==> config.mk <==
export PLATFORM = sky130hd
export DESIGN_NAME = mem_port_arbiter
export DESIGN_NICKNAME = d
export VERILOG_FILES = /design/src/rtl/mem_port_arbiter_pkg.sv /design/src/rtl/mem_port_arbiter_arb_watchdog.sv /design/src/rtl/mem_port_arbiter.sv
export SDC_FILE = /design/constraint.sdc
export NUM_CORES = 1
export LEC_CHECK = 0
export CAP_MARGIN = 0
export CORE_MARGIN = 3
export CORE_UTILIZATION = 40
export CTS_BUF_LIST = sky130_fd_sc_hd__clkbuf_2
export DETAILED_ROUTE_END_ITERATION = 12
export MAX_ROUTING_LAYER = met4
export PLACE_DENSITY = 0.78
export SYNTH_ARGS = -nofsm -noshare
export SYNTH_HDL_FRONTEND = slang
export SYNTH_SLANG_ARGS = --single-unit
==> constraint.sdc <==
create_clock -name clk -period 7 [get_ports clk]
set_input_delay 2.1 -clock clk [delete_from_list [all_inputs] [get_ports clk]]
set_output_delay 2.1 -clock clk [all_outputs]
set_load 0.01 [all_outputs]
==> src/rtl/mem_port_arbiter_pkg.sv <==
// Shared types for the unified-memory port arbiter.
//   arb_state_t : arbiter FSM states
//   owner_t     : which requester owns the current transaction
//   W_EN_NONE   : byte-enable value that marks a read
//   WDOG_W      : width of the grant watchdog / starvation counters
package mem_port_arbiter_pkg;

    typedef enum logic [1:0] {
        IDLE     = 2'd0,
        GRANT_IF = 2'd1,
        GRANT_DM = 2'd2,
        RESP     = 2'd3
    } arb_state_t;

    typedef enum logic {
        OWNER_IF = 1'b0,
        OWNER_DM = 1'b1
    } owner_t;

    localparam logic [3:0] W_EN_NONE = 4'b0000;
    localparam int         WDOG_W    = 8;

endpackage

==> src/rtl/mem_port_arbiter_arb_watchdog.sv <==
// Loadable saturating down-counter with a terminal-count flag.
// Used as the memory-ack watchdog and, when the starvation guard is
// built in, as the consecutive-DM-grant counter.
//   clk, rst    : clock, asynchronous active-high reset (count <= RESET_VALUE)
//   load        : load load_value (has priority over dec)
//   load_value  : value to load
//   dec         : decrement by one, holding at zero
//   expire      : count is zero
module mem_port_arbiter_arb_watchdog #(
    parameter int             W           = 8,
    parameter logic [W-1:0]   RESET_VALUE = '0
) (
    input  logic         clk,
    input  logic         rst,
    input  logic         load,
    input  logic [W-1:0] load_value,
    input  logic         dec,
    output logic         expire
);

    logic [W-1:0] count;

    always_ff @(posedge clk or posedge rst) begin
        if (rst) begin
            count <= RESET_VALUE;
        end else if (load) begin
            count <= load_value;
        end else if (dec && (count != '0)) begin
            count <= count - 1'b1;
        end
    end

    assign expire = (count == '0);

endmodule

==> src/rtl/mem_port_arbiter.sv <==
// Arbiter for one single-port unified memory shared by the fetch stage
// (read-only) and the memory stage (read/write with byte enables).
// One requester is granted per transaction; the memory port is driven from
// a latched copy of the granted request, and read data is returned with a
// one-cycle ready pulse. A watchdog forces completion (rdata = 0, err pulse)
// if mem_ack does not arrive within ACK_TIMEOUT grant cycles.
//
// Optional build macro: STARVE_GUARD_EN -- after MAX_DM_RUN consecutive DM
// grants taken while fetch was waiting, fetch wins the next tie.
//
// Ports:
//   clk, rst                     clock, asynchronous active-high reset
//   if_req/if_addr               fetch request (held until if_ready)
//   if_rdata/if_ready            fetch read data, one-cycle completion pulse
//   dm_req/dm_addr/dm_wdata/dm_w_en  data request (w_en == 0 is a load)
//   dm_rdata/dm_ready            load data, one-cycle completion pulse
//   mem_req/mem_addr/mem_wdata/mem_w_en  memory port request
//   mem_rdata/mem_ack            memory read data, completion
//   if_stall/dm_stall            request outstanding and not completing
//   err                          one-cycle pulse when a grant timed out
//
// state    | meaning
// IDLE     | no transaction; arbitrate on current requests
// GRANT_IF | fetch owns the memory port, waiting for mem_ack
// GRANT_DM | data stage owns the memory port, waiting for mem_ack
// RESP     | ready pulse to the owner; memory port idle
module mem_port_arbiter
    import mem_port_arbiter_pkg::*;
#(
    parameter int AW          = 32,
    parameter int DW          = 32,
    parameter int ACK_TIMEOUT = 15,
    parameter int MAX_DM_RUN  = 4
) (
    input  logic          clk,
    input  logic          rst,
    input  logic          if_req,
    input  logic [AW-1:0] if_addr,
    output logic [DW-1:0] if_rdata,
    output logic          if_ready,
    input  logic          dm_req,
    input  logic [AW-1:0] dm_addr,
    input  logic [DW-1:0] dm_wdata,
    input  logic [3:0]    dm_w_en,
    output logic [DW-1:0] dm_rdata,
    output logic          dm_ready,
    output logic          mem_req,
    output logic [AW-1:0] mem_addr,
    output logic [DW-1:0] mem_wdata,
    output logic [3:0]    mem_w_en,
    input  logic [DW-1:0] mem_rdata,
    input  logic          mem_ack,
    output logic          if_stall,
    output logic          dm_stall,
    output logic          err
);

    if ((ACK_TIMEOUT < 1) || (ACK_TIMEOUT > 255)) begin : g_bad_ack_timeout
        $error("ACK_TIMEOUT must be within 1..255");
    end
    if ((MAX_DM_RUN < 1) || (MAX_DM_RUN > 255)) begin : g_bad_max_dm_run
        $error("MAX_DM_RUN must be within 1..255");
    end

    // Loaded while idle so that grant cycle n sees ACK_TIMEOUT-n; zero marks
    // the last permitted grant cycle.
    localparam logic [WDOG_W-1:0] ACK_LOAD = WDOG_W'(ACK_TIMEOUT - 1);

    arb_state_t    state, state_next;
    owner_t        owner;
    logic [AW-1:0] addr_q;
    logic [DW-1:0] wdata_q;
    logic [3:0]    w_en_q;
    logic [DW-1:0] if_rdata_q, dm_rdata_q;
    logic          timed_out_q;
    logic          timeout;
    logic          in_grant;
    logic          wdog_expire;
    logic          grant_dm_sel;

    assign in_grant = (state == GRANT_IF) || (state == GRANT_DM);

    mem_port_arbiter_arb_watchdog #(
        .W           (WDOG_W),
        .RESET_VALUE (ACK_LOAD)
    ) u_ack_wdog (
        .clk        (clk),
        .rst        (rst),
        .load       (state == IDLE),
        .load_value (ACK_LOAD),
        .dec        (in_grant),
        .expire     (wdog_expire)
    );

`ifdef STARVE_GUARD_EN
    // Counts down from MAX_DM_RUN on DM grants taken while fetch waits;
    // at zero fetch wins a tie. Any fetch grant restores the full budget.
    localparam logic [WDOG_W-1:0] STARVE_LOAD = WDOG_W'(MAX_DM_RUN);
    logic starve_expire;

    mem_port_arbiter_arb_watchdog #(
        .W           (WDOG_W),
        .RESET_VALUE (STARVE_LOAD)
    ) u_starve (
        .clk        (clk),
        .rst        (rst),
        .load       ((state == IDLE) && (state_next == GRANT_IF)),
        .load_value (STARVE_LOAD),
        .dec        ((state == IDLE) && (state_next == GRANT_DM) && if_req),
        .expire     (starve_expire)
    );

    assign grant_dm_sel = dm_req && !(if_req && starve_expire);
`else
    assign grant_dm_sel = dm_req;
`endif

    always_comb begin
        state_next = state;
        timeout    = 1'b0;
        case (state)
            IDLE: begin
                if (grant_dm_sel) begin
                    state_next = GRANT_DM;
                end else if (if_req) begin
                    state_next = GRANT_IF;
                end
            end
            GRANT_IF, GRANT_DM: begin
                // A late ack on the final permitted cycle still counts.
                if (mem_ack) begin
                    state_next = RESP;
                end else if (wdog_expire) begin
                    state_next = RESP;
                    timeout    = 1'b1;
                end
            end
            RESP:    state_next = IDLE;
            default: state_next = IDLE;
        endcase
    end

    always_ff @(posedge clk or posedge rst) begin
        if (rst) begin
            state       <= IDLE;
            owner       <= OWNER_IF;
            addr_q      <= '0;
            wdata_q     <= '0;
            w_en_q      <= W_EN_NONE;
            timed_out_q <= 1'b0;
        end else begin
            state       <= state_next;
            timed_out_q <= timeout;
            if ((state == IDLE) && (state_next == GRANT_DM)) begin
                owner   <= OWNER_DM;
                addr_q  <= dm_addr;
                wdata_q <= dm_wdata;
                w_en_q  <= dm_w_en;
            end else if ((state == IDLE) && (state_next == GRANT_IF)) begin
                owner   <= OWNER_IF;
                addr_q  <= if_addr;
                wdata_q <= '0;
                w_en_q  <= W_EN_NONE;
            end
        end
    end

    always_ff @(posedge clk or posedge rst) begin
        if (rst) begin
            if_rdata_q <= '0;
            dm_rdata_q <= '0;
        end else if (in_grant && (mem_ack || wdog_expire)) begin
            if (state == GRANT_IF) begin
                if_rdata_q <= mem_ack ? mem_rdata : '0;
            end else begin
                dm_rdata_q <= mem_ack ? mem_rdata : '0;
            end
        end
    end

    assign mem_req   = in_grant;
    assign mem_addr  = addr_q;
    assign mem_wdata = wdata_q;
    assign mem_w_en  = w_en_q;

    assign if_ready  = (state == RESP) && (owner == OWNER_IF);
    assign dm_ready  = (state == RESP) && (owner == OWNER_DM);
    assign if_rdata  = if_rdata_q;
    assign dm_rdata  = dm_rdata_q;
    assign err       = timed_out_q;

    assign if_stall  = if_req && !if_ready;
    assign dm_stall  = dm_req && !dm_ready;

endmodule

== Word level (Yosys, flattened, before mapping) ==
Cells that the tools add are included.

* $add $sub $neg: 1
* Eq/ne operators: 5
* Multiplexer cells: 19
* Bitwise logic cells: 2
* Reduce and logical (&&, ||, !) cells: 20

{| class="wikitable"
|+ Operators by type and width
! cell !! number
|-
| $mux 32 || 5
|-
| $mux 8 || 2
|-
| $logic_and 1x1->1 || 8
|-
| $logic_not 8->1 || 1
|-
| $mux 2 || 4
|-
| $mux 4 || 2
|-
| $reduce_bool 8->1 || 1
|-
| $sub 8x1->8 const B || 1
|-
| $eq 2x2->1 const B || 3
|-
| $pmux 2 s3 || 1
|-
| $mux 1 || 5
|-
| $eq 2x1->1 const B || 2
|-
| $reduce_and 2->1 || 2
|-
| $reduce_bool 2->1 || 2
|-
| $logic_not 1->1 || 2
|-
| $logic_not 2->1 || 1
|-
| $logic_or 1x1->1 || 2
|-
| $not 1->1 || 2
|-
| $reduce_or 2->1 || 1
|}

* Bits in registers: 144
* Word-level logic and storage cells: 56

== Longest topological paths before layout ==
Gate-level depths: netlist (run 1).

* Depth after elaboration: 8
* Gate-level depth with buffers: 8
* Gate-level depth less buffers: 6

== Hierarchy ==
From an unflattened synthesis (run 1), not the netlist that was laid out.

* Cell total of the unflattened synthesis: 643
* Area total of the unflattened synthesis: 6,809.0 um^2

{| class="wikitable"
|+ By module, submodules not included
! module !! instances !! cells an instance !! area an instance (um^2) !! sequential area each (um^2)
|-
| mem_port_arbiter || 1 || 590 || 6,309.8 || 3,403.3
|-
| mem_port_arbiter_arb_watchdog || 1 || 53 || 499.2 || 203.9
|}

== Worst setup path before layout (run 1) ==
Ideal clock, no wire load.

* Kind: input-to-output
* Start point: in dm_req
* End point: out dm_stall
* Arrival: 2,303 ps
* Required time: 4,900 ps
* Setup slack: 2,597 ps
* Stages: 2
* Buffers on the path: 0
* Cell sequence: inv_1 nor2_1

* Longest elaborated chain between the ends: 1

{| class="wikitable"
|+ Ends and longest elaborated chain
! element !! line !! text
|-
| start, declared || mem_port_arbiter.sv:41 || <nowiki>input logic dm_req,</nowiki>
|-
| $logic_and 1x1->1 || mem_port_arbiter.sv:193 || <nowiki>assign dm_stall = dm_req && !dm_ready;</nowiki>
|-
| end, declared || mem_port_arbiter.sv:54 || <nowiki>output logic dm_stall,</nowiki>
|}

No other way between the ends.

== Worst setup path after layout (run 1) ==
Same ends and word-level chain as after synthesis.

==> results of run 1 <==
## through the flow
step | area (um^2) | setup WS, ns | util [%] | hold WS (ns)
2_1_floorplan | 6000 | 1.04 | - | 0.493
3_3_place_gp | 8830 | 1.37 | 60.5 | 0.482
3_5_place_dp | 8830 | 1.37 | 60.5 | 0.480
4_1_cts | 9050 | 1.35 | 62.1 | 0.527
5_1_grt | 9060 | 1.30 | 62.1 | 0.549
6_report | 9060 | 1.36 | 62.1 | 0.522
## Yosys cell counts (all sizes together) (2+ instances only)
cell and number:
dfrtp 141, a22o 100, o21ai 40, nor2 39, mux2i 33, o22ai 32
clkbuf 24, buf 15, inv 9, ha 5, nand2 5, a21oi 4
dfstp 3, nor2b 3, nor3 3, o211ai 3, o31ai 3, or4b 3
and2 2, nand2b 2, o21a 2, or3 2
## how the worst max path moves through the flow
stage	to	cells past startpoint	slack [ns]	start
2_1_floorplan	dm_rdata[0]	1	1.04	rst
3_3_place_gp	dm_stall	4	1.37	dm_req
3_5_place_dp	dm_stall	4	1.37	dm_req
4_1_cts	dm_stall	4	1.35	dm_req
5_1_grt	dm_stall	4	1.30	dm_req
6_report	dm_stall	4	1.36	dm_req
## state kept, by name, summed over array words and instances (netlist names)
| signal | flops |
|---|---|
| mem_wdata | 32 |
| state | 2 |
| err | 1 |
| if_rdata | 32 |
| owner | 1 |
| mem_w_en | 4 |
| dm_rdata | 32 |
| u_ack_wdog.count | 8 |
| mem_addr | 32 |
## cell type report
type                    instances  area (um^2)
inverters                       9         38.8
multi-input cells             291         2170
clock buffers                  17         85.1
repair buffers                279         2780
well taps                     184          230
diodes                          1         2.50
flip-flops and latches        144         3610
clock inverters                14          141
fillers                      1119         5530
## power groups by stage
stage,Clock [uW],Combinational (uW),Sequential (uW)
2_1_floorplan,0,873,1590
3_3_place_gp,0,1990,1440
3_5_place_dp,0,2030,1460
4_1_cts,480,2040,1450
5_1_grt,512,2170,1500
6_report,461,2020,1450
## logic make-up after synthesis
| kind of cell | after synthesis | share of synthesized area, % |
|---|---|---|
| AOI/OAI and AO/OA | 185 | 23.1 |
| DFF | 144 | 60.2 |
| and+or+nand+nor | 66 | 5.95 |
| buffers and inverters | 48 | 3.92 |
| muxes | 33 | 5.51 |
| adders and majority gates | 5 | 1.04 |
| xor gates and xnor gates | 2 | 0.292 |
## per-layer routing
metal  vias to the layer above  wire length [um]  global-route usage [%]
met3                         8              1400                    5.89
met1                      2488              7390                    26.8
li1                       2334                 -                       -
met4                         0               115                    5.24
met2                       241              8560                    34.2
met5                         -                 0                       -
## critical path: cells and delay by family
kind | cells | cell delay, ns
and+or+nand+nor | 1 | 0.13
buffers and inverters | 3 | 1.30
==> results.py, run 1 <==
metrics = {
    "sta": {
        "skew_ns": 0.0407,
        "rsz0062_at_grt": "false",
        "finalMaxSlewViolations": 0,
        "max_freq_mhz": 177,
        "max_slew_margin_pct": 12.6,
        "fin_crit_ns": 5.64,
        "worstMarginPinSlew_ns": 1.31,
        "finalCritPeriodShare_pct": 80.6,
        "hold_viol_final": 0,
        "fin_tns_setup_ns": 0,
        "setup_violations": 0,
    },
    "worst_setup_path": {
        "crit_path_end_kind": "primary output",
        "crit_path_start_kind": "input port",
        "cp_slowest_cell": "clkdlybuf4s50_1",
        "crit_chain": "clkdlybuf4s50_1, inv_1, nor2_1, clkdlybuf4s50_1",
        "ff2ff_setup_slack_ns": 4.20,
        "required_ns": 4.90,
        "cp_slowest_stage_delay_ns": 0.62,
        "worstRegToRegCells": 6,
        "critPathKind": "in2out",
        "cpMostUsedCell": "clkdlybuf4s50_1",
        "cp_max_fo": 6,
        "r2r_start": "state[1]",
        "r2r_end": "mem_addr[0]",
        "arrival_ns": 3.54,
    },
    "power": {
        "swShare_pct": 37.1,
        "p_int_uw": 2470,
        "combPwrFrac_pct": 51.3,
        "finalPower_uw": 3930,
        "power_frac_seq_pct": 36.9,
        "vdd_drop_max_v": 0.000217,
        "clkPwrFrac_pct": 11.7,
        "powerDensity_nw_per_um2": 434,
        "p_leak_uw": 0.00406,
        "switchingPower_uw": 1460,
    },
    "yosys": {
        "synth_warnings": 0,
        "synth_edf_count": 0,
        "synth.avg_cell_area_um2": 12.4,
        "yosysTopAreaCell": "dfrtp_1",
        "synthArstFlopShare_pct": 100,
        "seq_area_frac_synth_pct": 60.2,
        "post_synth_instance_area_um2": 6000,
        "ys_types": 42,
        "ys_seq_elements": 144,
        "synth_area_leaders": "dfrtp_1 59%, a22o_1 15%, mux2i_1 5.5%",
        "syn_nets": 625,
        "synthFlopType": "dfrtp_1",
        "yosys.area.top_type_share_pct": 58.8,
        "netlist_instances": 483,
    },
    "hold_path": {
        "holdPathEnd": "dm_rdata[20]",
        "hold_path_class": "reg2reg",
        "hold_depth": 1,
        "hp-start": "dm_rdata[20]",
    },
    "placed_design": {
        "port_buffers": 274,
        "hpwl_mm": 12.3,
        "placed_cells": 907,
        "gp_congestion": 0.828,
    },
    "cells_and_area": {
        "layout_commonest_cell": "clkdlybuf4s50_1",
        "final_cell_mix": "274 x clkdlybuf4s50_1, 141 x dfrtp_1, 100 x a22o_1, 38 x nor2_1, 33 x mux2i_1",
        "area_delta_synth_final_pct": 51.0,
        "drive_gt1_share_pct": 7.03,
        "finalNonFillerCells": 939,
        "num-nets-final": 884,
    },
    "grt": {
        "overflow": 0,
        "antenna_found_initial": 1,
        "grt_usage_pct": 21.2,
        "grt_pass1_vias": 5160,
        "grt_pass1_wl_mm": 26.8,
        "grt_max_degree": 101,
    },
    "detailed_routing": {
        "vias": 5071,
        "drcViolationCount": 0,
        "firstDrtPassIters": 4,
        "routed_wl_mm": 17.5,
        "ant_nets": 0,
        "viasPerCell": 5.40,
        "drt_iter0_markers": 309,
        "routedWlPerCell_um": 18.6,
    },
    "clock_network": {
        "cts.sinks": 144,
        "cts_hold_buf": 0,
        "cts_tree": "yes",
        "clk_pin_slew_ns": 0.19,
        "root_buffer": "clkbuf_2",
        "postCtsSetupBuffers": 0,
        "cts-resized-gates": 0,
        "htree_levels": 4,
        "cts_buffers": 17,
        "clockBufferDepth": 2,
        "insertion_delay_ns": 0.70,
    },
    "floorplanning": {
        "rows": 44,
        "core_um2": 14600,
        "die_y_um": 128,
        "start_util_pct": 41.1,
        "die-area_um2": 16500,
        "die_w_um": 128,
        "io_pins": 275,
    },
    "run_status": {
        "status": "finished, final reports clean",
    },
    "run": {
        "maxCapViolations": 0,
    },
}
No activity file was read; power rests on OpenSTA's default activity.
==> run 2, diff against run 1 <==
--- a/config.mk
+++ b/config.mk
@@ -7,11 +7,11 @@
 export LEC_CHECK = 0
 export CAP_MARGIN = 0
 export CORE_MARGIN = 3
-export CORE_UTILIZATION = 40
+export CORE_UTILIZATION = 39
 export CTS_BUF_LIST = sky130_fd_sc_hd__clkbuf_2
 export DETAILED_ROUTE_END_ITERATION = 12
 export MAX_ROUTING_LAYER = met4
-export PLACE_DENSITY = 0.78
+export PLACE_DENSITY = 0.79
 export SYNTH_ARGS = -nofsm -noshare
 export SYNTH_HDL_FRONTEND = slang
 export SYNTH_SLANG_ARGS = --single-unit
==> constraint.sdc (replaced) <==
create_clock -name clk -period 5 [get_ports clk]
set_input_delay 1.5 -clock clk [delete_from_list [all_inputs] [get_ports clk]]
set_output_delay 1.5 -clock clk [all_outputs]
set_load 0.01 [all_outputs]
==> results.py, run 2 (synthesis results as in run 1) <==
metrics = {
    "sta": {
        "rsz0062_at_grt": "false",
        "hold_viol_final": 0,
        "fin_tns_setup_ns": 0,
        "finalCritPeriodShare_pct": 87.9,
        "setup_violations": 0,
        "finalMaxSlewViolations": 0,
        "max_freq_mhz": 228,
        "fin_crit_ns": 4.39,
        "max_slew_margin_pct": 19.5,
        "skew_ns": 0.0483,
        "worstMarginPinSlew_ns": 1.21,
    },
    "detailed_routing": {
        "routed.top_layer": "met4",
        "drt-met1-wl_mm": 7.65,
        "vias": 5178,
        "viasPerCell": 5.49,
        "firstDrtPassIters": 4,
        "routed_wl_mm": 18.3,
        "ant_nets": 0,
        "met3_length_mm": 1.36,
        "drt_iter0_markers": 286,
        "drcViolationCount": 0,
        "routedWlPerCell_um": 19.4,
        "wl_met2_mm": 8.96,
    },
    "power": {
        "p_int_uw": 3530,
        "finalPower_uw": 5610,
        "vdd_drop_max_v": 0.000589,
        "power_frac_seq_pct": 36.4,
        "switchingPower_uw": 2090,
        "combPwrFrac_pct": 50.9,
        "powerDensity_nw_per_um2": 616,
        "p_leak_uw": 0.00410,
        "clkPwrFrac_pct": 12.7,
        "swShare_pct": 37.2,
    },
    "grt": {
        "antenna_found_initial": 1,
        "overflow": 0,
        "grt_max_degree": 78,
        "grt_usage_pct": 22.0,
        "grt_pass1_vias": 5392,
        "grt_pass1_wl_mm": 28.3,
    },
    "floorplanning": {
        "die_y_um": 130,
        "die-area_um2": 16900,
        "die_w_um": 130,
        "rows": 44,
        "core_um2": 14800,
        "start_util_pct": 40.5,
        "io_pins": 275,
    },
    "cells_and_area": {
        "final_cell_mix": "274 x clkdlybuf4s50_1, 141 x dfrtp_1, 100 x a22o_1, 38 x nor2_1, 33 x mux2i_1",
        "drive_gt1_share_pct": 7.26,
        "area_delta_synth_final_pct": 52.0,
        "num-nets-final": 887,
        "layout_commonest_cell": "clkdlybuf4s50_1",
    },
    "run_status": {
        "status": "finished, final reports clean",
    },
    "worst_setup_path": {
        "endpoint": "dm_stall",
        "cp_slowest_cell": "clkdlybuf4s50_1",
        "required_ns": 3.50,
        "path_buf_inv": 3,
        "worstRegToRegCells": 6,
        "crit_path_start_kind": "input port",
        "cp_max_fo": 6,
        "ff2ff_setup_slack_ns": 2.14,
        "r2r_start": "state[0]",
        "crit_start": "dm_req",
        "crit_path_end_kind": "primary output",
        "critPathKind": "in2out",
        "cpMostUsedCell": "clkdlybuf4s50_1",
        "cp_slowest_stage_delay_ns": 0.61,
        "r2r_end": "mem_addr[21]",
        "cp_top_family": "buffers and inverters",
        "crit_chain": "clkdlybuf4s50_1, inv_1, nor2_1, clkdlybuf4s50_1",
        "cp_num_cells": 4,
        "arrival_ns": 2.89,
    },
    "clock_network": {
        "root_buffer": "clkbuf_2",
        "clockBufferDepth": 2,
        "postCtsSetupBuffers": 0,
        "cts_hold_buf": 0,
        "cts_tree": "yes",
        "insertion_delay_ns": 0.71,
        "htree_levels": 4,
        "cts_buffers": 17,
        "cts-resized-gates": 0,
        "cts.sinks": 144,
        "clk_pin_slew_ns": 0.21,
    },
    "placed_design": {
        "hpwl_mm": 13.1,
        "gp_congestion": 0.810,
        "port_buffers": 274,
    },
    "hold_path": {
        "hold_path_class": "reg2reg",
        "hold_depth": 1,
        "hp-start": "if_rdata[5]",
    },
    "run": {
        "maxCapViolations": 0,
    },
}
## run 2: cell types whose count changed in the layout (fill, tap and decap cells not counted)
| cell | before | now |
|---|---|---|
| clkbuf_2 | 17 | 18 |
| bufinv_16 | 2 | 3 |
| clkinvlp_4 | 4 | 3 |
| clkinv_1 | 0 | 2 |
| clkinv_2 | 5 | 3 |
| buf_12 | 0 | 1 |
| buf_4 | 5 | 7 |
## run 2: routing by layer
layer  track usage [%]  vias to the layer above
met5                 -                        -
met1              27.5                     2559
met3              5.57                       25
met2              35.3                      245
met4              6.97                        0
li1                  -                     2349
## run 2: worst min-delay path by stage
stage	endpoint
finish	if_rdata[5]
global route	mem_wdata[27]
CTS	if_rdata[30]
detailed placement	dm_rdata[29]
global placement	dm_rdata[20]
floorplan	owner
## run 2: area by class of cell
cell class | instances | area (um^2)
repair buffers | 282 | 2820
multi-input cells | 291 | 2170
diodes | 1 | 2.50
clock inverters | 14 | 163
flip-flops and latches | 144 | 3610
inverters | 9 | 37.5
fillers | 1115 | 5690
clock buffers | 18 | 90.1
well taps | 184 | 230
## run 2: power by group through the flow
stage	combinational [uW]	clock, uW	sequential [uW]
floorplan	1220	0	2220
global placement	2790	0	2030
detailed placement	2870	0	2050
CTS	2880	738	2030
global route	3070	780	2100
finish	2860	715	2040
## run 2: metrics by stage
step                      utilization (%)  hold WS [ns]  worst slack (ns)  area (um^2)  std cells
after CTS                            61.5         0.531             0.604         9110        942
after floorplan                         -         0.493              1.70         6000        483
after global placement               59.8         0.483             0.619         8860        910
after global routing                 61.6         0.549             0.535         9120        943
final                                61.6         0.526             0.607         9120        943
after detailed placement             59.8         0.481             0.613         8860        910
==> run 3, diff against run 2 <==
--- a/config.mk
+++ b/config.mk
@@ -9,6 +9,7 @@
 export CORE_MARGIN = 3
 export CORE_UTILIZATION = 39
 export CTS_BUF_LIST = sky130_fd_sc_hd__clkbuf_2
+export CTS_CLUSTER_DIAMETER = 30
 export DETAILED_ROUTE_END_ITERATION = 12
 export MAX_ROUTING_LAYER = met4
 export PLACE_DENSITY = 0.79
==> results of run 3 <==
The final DEF is identical to that of run 2; final timing and power are the same.
